--- src/rtl/alu_mul_sequencer.sv ---
// ============================================================================
// Module   : alu_mul_sequencer
// Brief    : Shift-add 64x64 multiplier controller (low 64 product bits)
//            that performs its additions through the shared execute ALU.
// Revision : 1.0
// ============================================================================
`default_nettype none

module alu_mul_sequencer (
    input  logic        input_clk,
    input  logic        input_reset_n,
    input  logic        input_start,
    input  logic [63:0] input_multiplicand,
    input  logic [63:0] input_multiplier,
    output logic        output_busy,
    output logic        output_done,
    output logic [63:0] output_product,
    output logic [63:0] output_alu_data_1,
    output logic [63:0] output_alu_data_2,
    output logic [3:0]  output_alu_opcode,
    input  logic [63:0] input_alu_result
);

    localparam logic [1:0] c_st_idle = 2'd0;
    localparam logic [1:0] c_st_run  = 2'd1;
    localparam logic [1:0] c_st_done = 2'd2;
    localparam logic [3:0] c_op_add  = 4'b0010;

    logic [1:0]  r_state;
    logic [63:0] r_acc;
    logic [63:0] r_mcand;
    logic [63:0] r_mplier;

    logic        w_in_run;

    assign w_in_run = (r_state == c_st_run);

    // ALU drive depends only on registered state, never on input_start.
    always_comb begin
        output_alu_opcode = c_op_add;
        output_alu_data_1 = 64'd0;
        output_alu_data_2 = 64'd0;
        if (w_in_run) begin
            output_alu_data_1 = r_acc;
            output_alu_data_2 = r_mplier[0] ? r_mcand : 64'd0;
        end
    end

    assign output_busy    = (r_state == c_st_run) || (r_state == c_st_done);
    assign output_done    = (r_state == c_st_done);
    assign output_product = r_acc;

    always_ff @(posedge input_clk or negedge input_reset_n) begin
        if (!input_reset_n) begin
            r_state  <= c_st_idle;
            r_acc    <= 64'd0;
            r_mcand  <= 64'd0;
            r_mplier <= 64'd0;
        end else begin
            case (r_state)
                c_st_idle: begin
                    if (input_start) begin
                        r_mcand  <= input_multiplicand;
                        r_mplier <= input_multiplier;
                        r_acc    <= 64'd0;
                        r_state  <= (input_multiplier == 64'd0) ? c_st_done : c_st_run;
                    end
                end
                c_st_run: begin
                    r_acc    <= input_alu_result;
                    r_mcand  <= {r_mcand[62:0], 1'b0};
                    r_mplier <= {1'b0, r_mplier[63:1]};
                    // Finish once no set multiplier bits remain above bit 0.
                    if (r_mplier[63:1] == 63'd0) begin
                        r_state <= c_st_done;
                    end
                end
                c_st_done: begin
                    r_state <= c_st_idle;
                end
                default: begin
                    r_state <= c_st_idle;
                end
            endcase
        end
    end

endmodule

`default_nettype wire

--- config.mk ---
export PLATFORM = sky130hd
export DESIGN_NAME = alu_mul_sequencer
export DESIGN_NICKNAME = d
export VERILOG_FILES = /design/src/rtl/alu_mul_sequencer.sv
export SDC_FILE = /design/constraint.sdc
export NUM_CORES = 1
export LEC_CHECK = 0
export CELL_PAD_IN_SITES_DETAIL_PLACEMENT = 0
export CELL_PAD_IN_SITES_GLOBAL_PLACEMENT = 1
export CORE_ASPECT_RATIO = 2
export CORE_MARGIN = 5
export CORE_UTILIZATION = 35
export CTS_CLUSTER_SIZE = 10
export DETAILED_ROUTE_END_ITERATION = 7
export PLACE_DENSITY = 0.95
export SLEW_MARGIN = 5
export SYNTH_ARGS = -nofsm -noshare
export SYNTH_HDL_FRONTEND = slang
export SYNTH_SLANG_ARGS = --single-unit
--- constraint.sdc ---
create_clock -name input_clk -period 4.9 [get_ports input_clk]
set_clock_uncertainty 0.05 [all_clocks]
set_input_delay 0.98 -clock input_clk [delete_from_list [all_inputs] [get_ports input_clk]]
set_output_delay 0.98 -clock input_clk [all_outputs]
set_load 0.03 [all_outputs]
==> results of run 1 <==
==> worst max-delay path, stage by stage, from the launching register on <==
cell,delay (ns)
dfrtp_1,0.40
inv_1,0.12
ha_4,0.61
buf_4,0.45
and2_1,0.18
clkdlybuf4s50_1,0.71
==> stage by stage <==
stage	std cells	setup WS [ns]	instance area (um^2)
after CTS	1613	0.855	14100
after detailed placement	1582	1.37	13500
after global placement	1582	1.41	13500
after floorplan	914	2.31	9440
after global routing	1619	0.757	14100
final	1619	0.921	14100
==> metal layers <==
metal	up-vias	wire [um]
met5	-	0
li1	3918	-
met2	319	16700
met4	0	1620
met1	3913	12000
met3	78	1850
==> synthesized netlist by cell type <==
library cell  instances  area (um^2)
mux2i_1             126         1260
o21ai_0             129          646
nor3_1                1         5.00
ha_1                  3         37.5
nand2_1             132          495
dfrtp_1             194         4850
clkbuf_1             33          124
conb_1                2         7.51
o21a_1                1         7.51
nor4_1               28          175
and3_1               64          400
buf_6                 1         11.3
o41ai_2               1         16.3
a21oi_1               4         20.0
buf_4                20          150
nand4_1               8         50.1
inv_2                 1         3.75
a22o_1               64          561
nor4_2                4         50.1
nor2_1                1         3.75
buf_2                27          135
and2_1               64          400
inv_1                 3         11.3
a21o_1                1         7.51
==> logic make-up after synthesis <==
family                     Yosys count  synth area share [%]
and+or+nand+nor                    302                  16.8
AOI/OAI and AO/OA                  200                  13.3
DFF                                194                  51.5
muxes                              126                  13.4
buffers and inverters               85                  4.62
adders and majority gates            3                 0.398
other                                2                0.0796
==> cell type report <==
cell class / instances / area, um^2
fill: 2425 / 12700
sequential: 194 / 4850
multi-input combinational: 635 / 4180
timing repair buffer: 401 / 4040
clock buffer: 24 / 482
tap: 348 / 435
clock inverter: 7 / 98.8
inverter: 4 / 15.0
antenna: 6 / 15.0
==> worst paths after layout <==
kind,end,start,slack (ns)
max,output_alu_data_1[56],r_state[1],0.92
min,r_mplier[0],r_mplier[0],0.44
max reg2reg,r_mcand[54],r_state[1],2.04
min reg2reg,r_mplier[0],r_mplier[0],0.44
max in group asynchronous,r_mcand[24],input_reset_n,3.26
min in group asynchronous,output_product[0],input_reset_n,0.53
==> registers in the layout (all words and copies together) (netlist names) <==
register and count:
r_mcand 64, r_mplier 64, r_state 2, output_product 64
==> where the power goes <==
part	internal [mW]	switching, mW
clock	0.795	0.610
sequential	1.78	0.160
combinational	0.603	0.726
total	3.17	1.50
==> metrics.cfg, run 1 <==
[synth]
synth_cells=912
syn_area_per_cell_um2=10.3
synth-seq-area-share_pct=51.5
yosysUniqueCellTypes=24
synth_warnings=0
synth_seq_cells=194
netlist_area_mm2=0.00943

[route]
drtIter0Drc=464
detail_route.vias_per_cell=5.08
wire_per_inst_um=19.9
wirelength_um=32200
postRouteAntennaNets=0
route.vias.total=8228
post-route-drc-count=0
firstDrtPassIters=4

[cts]
cts_setup_buffers=0
root_buffer=clkbuf_16
cts_tree=done
h-tree-depth=4
clk_latency_ns=0.44
clock-sinks=194
cts-buffers-inserted=17
hold_buffers=0
clk_pin_slew_worst_paths_ns=0.07
ctsLongestPathBuffers=2
cts-resized-gates=0

[power]
power_mw=4.67
cellPowerDensity_mw_per_mm2=331
ir_drop_v=0.000200
power.leakage_nw=6.86

[worst_setup_path]
crit_fanout=49
cp_data_arrival_time_ns=2.95
path_class=reg2out
reg2regPathDepth=6
end_kind=output port
worstPathRequired_ns=3.87
start_kind=register

[sta]
rsz0062_at_grt=false
slew_viol_final=0
min_period_ns=3.98
holdWs_ns=0.441
fin_crit_sh_pct=81.2
max_slew_margin_pct=38.0
finalSetupTns_ns=0
setup_violations=0
max_clock_freq_mhz=251
finalHoldViolCount=0
max_slew.worst_pin.slew_ns=0.930

[floorplan]
initial_core_util_pct=35.2
die-height_um=242
die_area_mm2=0.0305
rows=85
die_w_um=126
ioPinCount=393
core_area_mm2=0.0268

[placed_design]
io_buffers=388
gp_congestion=0.865
dpl.hpwl_um=24200

[grt]
busiest_layer=met2
use_met2_pct=35.1
grt_max_degree=177
antenna_found_initial=6
grt_overflow=0
grt_pass1_wl_um=48500
gr-usage-met3_pct=5.19
grt_pass1_vias=8471
grt.total_usage_pct=20.6
use_met1_pct=22.8

[layout]
finish.utilization_pct=52.7
drive_above_1_share_pct=3.95
final_cell_mix=387 x clkdlybuf4s50_1, 194 x dfrtp_1, 132 x nand2_1
syn2layout_area_growth_pct=49.7
final_common_cell=clkdlybuf4s50_1
layout.nets=1451

[outcome]
outcome=finished clean

[min_path]
hp-class=reg2reg
hold_path_depth=2

[run]
max_cap_viol_count=0

(Power assumes the default switching activity.)
==> run 2, diff against run 1 <==
--- a/config.mk
+++ b/config.mk
@@ -9,10 +9,10 @@
 export CELL_PAD_IN_SITES_GLOBAL_PLACEMENT = 1
 export CORE_ASPECT_RATIO = 2
 export CORE_MARGIN = 5
-export CORE_UTILIZATION = 35
+export CORE_UTILIZATION = 29
 export CTS_CLUSTER_SIZE = 10
 export DETAILED_ROUTE_END_ITERATION = 7
-export PLACE_DENSITY = 0.95
+export PLACE_DENSITY = 0.85
 export SLEW_MARGIN = 5
 export SYNTH_ARGS = -nofsm -noshare
 export SYNTH_HDL_FRONTEND = slang
==> constraint.sdc (replaced) <==
create_clock -name input_clk -period 3.4 [get_ports input_clk]
set_clock_uncertainty 0.05 [all_clocks]
set_input_delay 0.68 -clock input_clk [delete_from_list [all_inputs] [get_ports input_clk]]
set_output_delay 0.68 -clock input_clk [all_outputs]
set_load 0.03 [all_outputs]
==> metrics.cfg, run 2 (same netlist as run 1, synthesis figures left out) <==
[worst_setup_path]
worstPathRequired_ns=2.67  ; was 3.87 ns
start_kind=register  ; unchanged
path_cells=inv_1, ha_4, buf_12, and2_1, clkdlybuf4s50_1  ; was inv_1, ha_4, buf_4, and2_1, clkdlybuf4s50_1
rrSetupSlack_ns=1.04  ; was 2.04 ns
path_buf_inv=3  ; unchanged
cp_top_family=buffers and inverters  ; unchanged
slowest_stage=clkdlybuf4s50_1  ; unchanged
end_kind=output port  ; unchanged
path_class=reg2out  ; unchanged
cp_slowest_stage_delay_ns=0.72  ; was 0.71 ns
crit_fanout=63  ; was 49
cp_data_arrival_time_ns=2.45  ; was 2.95 ns

[grt]
grt.total_usage_pct=18.5  ; was 20.6%
grt_pass1_wl_um=51300  ; was 48,500 um
grt_max_degree=86  ; was 177
grt_overflow=0  ; unchanged
grt_pass1_vias=8555  ; was 8,471
antenna_found_initial=4  ; was 6

[power]
cellPowerDensity_mw_per_mm2=468  ; was 331 mW/mm^2
power_mw=6.74  ; was 4.67 mW
ir_drop_v=0.000325  ; was 0.000200 V
power.leakage_nw=6.95  ; was 6.86 nW

[sta]
max_clock_freq_mhz=314
rsz0062_at_grt=false  ; unchanged
setup_ws_ns=0.217  ; was 0.921 ns
slew_viol_final=0  ; unchanged
max_slew.worst_pin.slew_ns=0.760  ; was 0.930 ns
finalSetupTns_ns=0  ; unchanged
fin_crit_sh_pct=93.6
setup_violations=0  ; unchanged
max_slew_margin_pct=49.4  ; was 38.0%
finalHoldViolCount=0  ; unchanged
min_period_ns=3.18

[cts]
clk_pin_slew_worst_paths_ns=0.08  ; was 0.07 ns
clock-sinks=194  ; unchanged
cts-buffers-inserted=17  ; unchanged
cts-resized-gates=0  ; unchanged
clk_latency_ns=0.44  ; about the same
ctsLongestPathBuffers=2  ; unchanged
cts_tree=done  ; unchanged
root_buffer=clkbuf_16  ; unchanged
h-tree-depth=4  ; unchanged

[layout]
drive_above_1_share_pct=5.46  ; was 3.95%
layout.nets=1466  ; was 1,451
final_cell_mix=387 x clkdlybuf4s50_1, 194 x dfrtp_1, 132 x nand2_1  ; unchanged
syn2layout_area_growth_pct=52.6  ; was 49.7%
fin_area_mm2=0.0144  ; was 0.0141 mm^2
final_common_cell=clkdlybuf4s50_1  ; unchanged
finish.utilization_pct=44.7  ; was 52.7%

[placed_design]
placed_area_mm2=0.0138  ; was 0.0135 mm^2
pre_cts_ws_ns=0.500  ; was 1.37 ns
dpl.hpwl_um=26400  ; was 24,200 um
io_buffers=388  ; unchanged
gp_congestion=0.850  ; was 0.865

[floorplan]
die_w_um=138  ; was 126 um
rows=93  ; was 85
initial_core_util_pct=29.3  ; was 35.2%
ioPinCount=393  ; unchanged
die-height_um=265  ; was 242 um
die_area_mm2=0.0365  ; was 0.0305 mm^2
core_area_mm2=0.0322  ; was 0.0268 mm^2

[route]
detail_route.vias_per_cell=4.81  ; was 5.08
drtIter0Drc=441  ; was 464
firstDrtPassIters=4  ; unchanged
wirelength_um=34500  ; was 32,200 um
post-route-drc-count=0  ; unchanged
route.vias.total=8241  ; was 8,228
postRouteAntennaNets=0  ; unchanged
wire_per_inst_um=20.1  ; was 19.9 um

[min_path]
hp-class=in2async  ; was reg2reg

[run]
max_cap_viol_count=0  ; unchanged

[outcome]
outcome=finished clean  ; unchanged

-- run 2: cell count changes in the layout (fill, tap and decap cells not counted), sizes merged --
cell | previous run | this run
clkbuf | 25 | 18
clkinvlp | 0 | 2
buf | 13 | 28
diode | 6 | 4
inv | 6 | 11
bufinv | 2 | 0
clkinv | 3 | 6
-- run 2: routing by layer --
layer	part of all wire (%)	global-route usage [%]
met5	0	0
met4	3.4	8.07
met3	6.2	4.24
met2	54	33.3
met1	36	20.4
-- run 2: area by class of cell --
class | count | area [um^2]
fill | 3133 | 17800
antenna | 4 | 10.0
clock inverter | 15 | 164
inverter | 4 | 15.0
tap | 427 | 534
clock buffer | 17 | 425
multi-input combinational | 635 | 4180
timing repair buffer | 416 | 4210
sequential | 194 | 4850
-- run 2: path summary, 6_finish.rpt --
kind / start / end / cells after the start
min in group input_clk: r_mcand[63] / r_mcand[63] / 2
hold / removal: input_reset_n / output_product[54] / 1
setup / recovery: r_state[1] / output_alu_data_1[59] / 5
setup reg to reg: r_state[1] / output_product[10] / 7
hold reg to reg: r_mcand[63] / r_mcand[63] / 2
max in group asynchronous: input_reset_n / output_product[3] / 2
-- run 2: what timing repair did --
item | CTS | global route
hold buffers | 0 | 0
setup endpoints to repair | 0 | 19
setup buffers | 0 | 1
-- run 2: metrics by stage --
step	std cells	hold slack, ns
floorplan	914	0.334
global placement	1675	0.430
detailed placement	1675	0.436
CTS	1707	0.257
global route	1712	0.289
finish	1712	0.251
-- run 2: where the power goes --
group          switching (mW)  internal [mW]  total [mW]
sequential              0.233           2.56        2.79
clock                    1.02          0.986        2.01
combinational            1.06          0.888        1.95
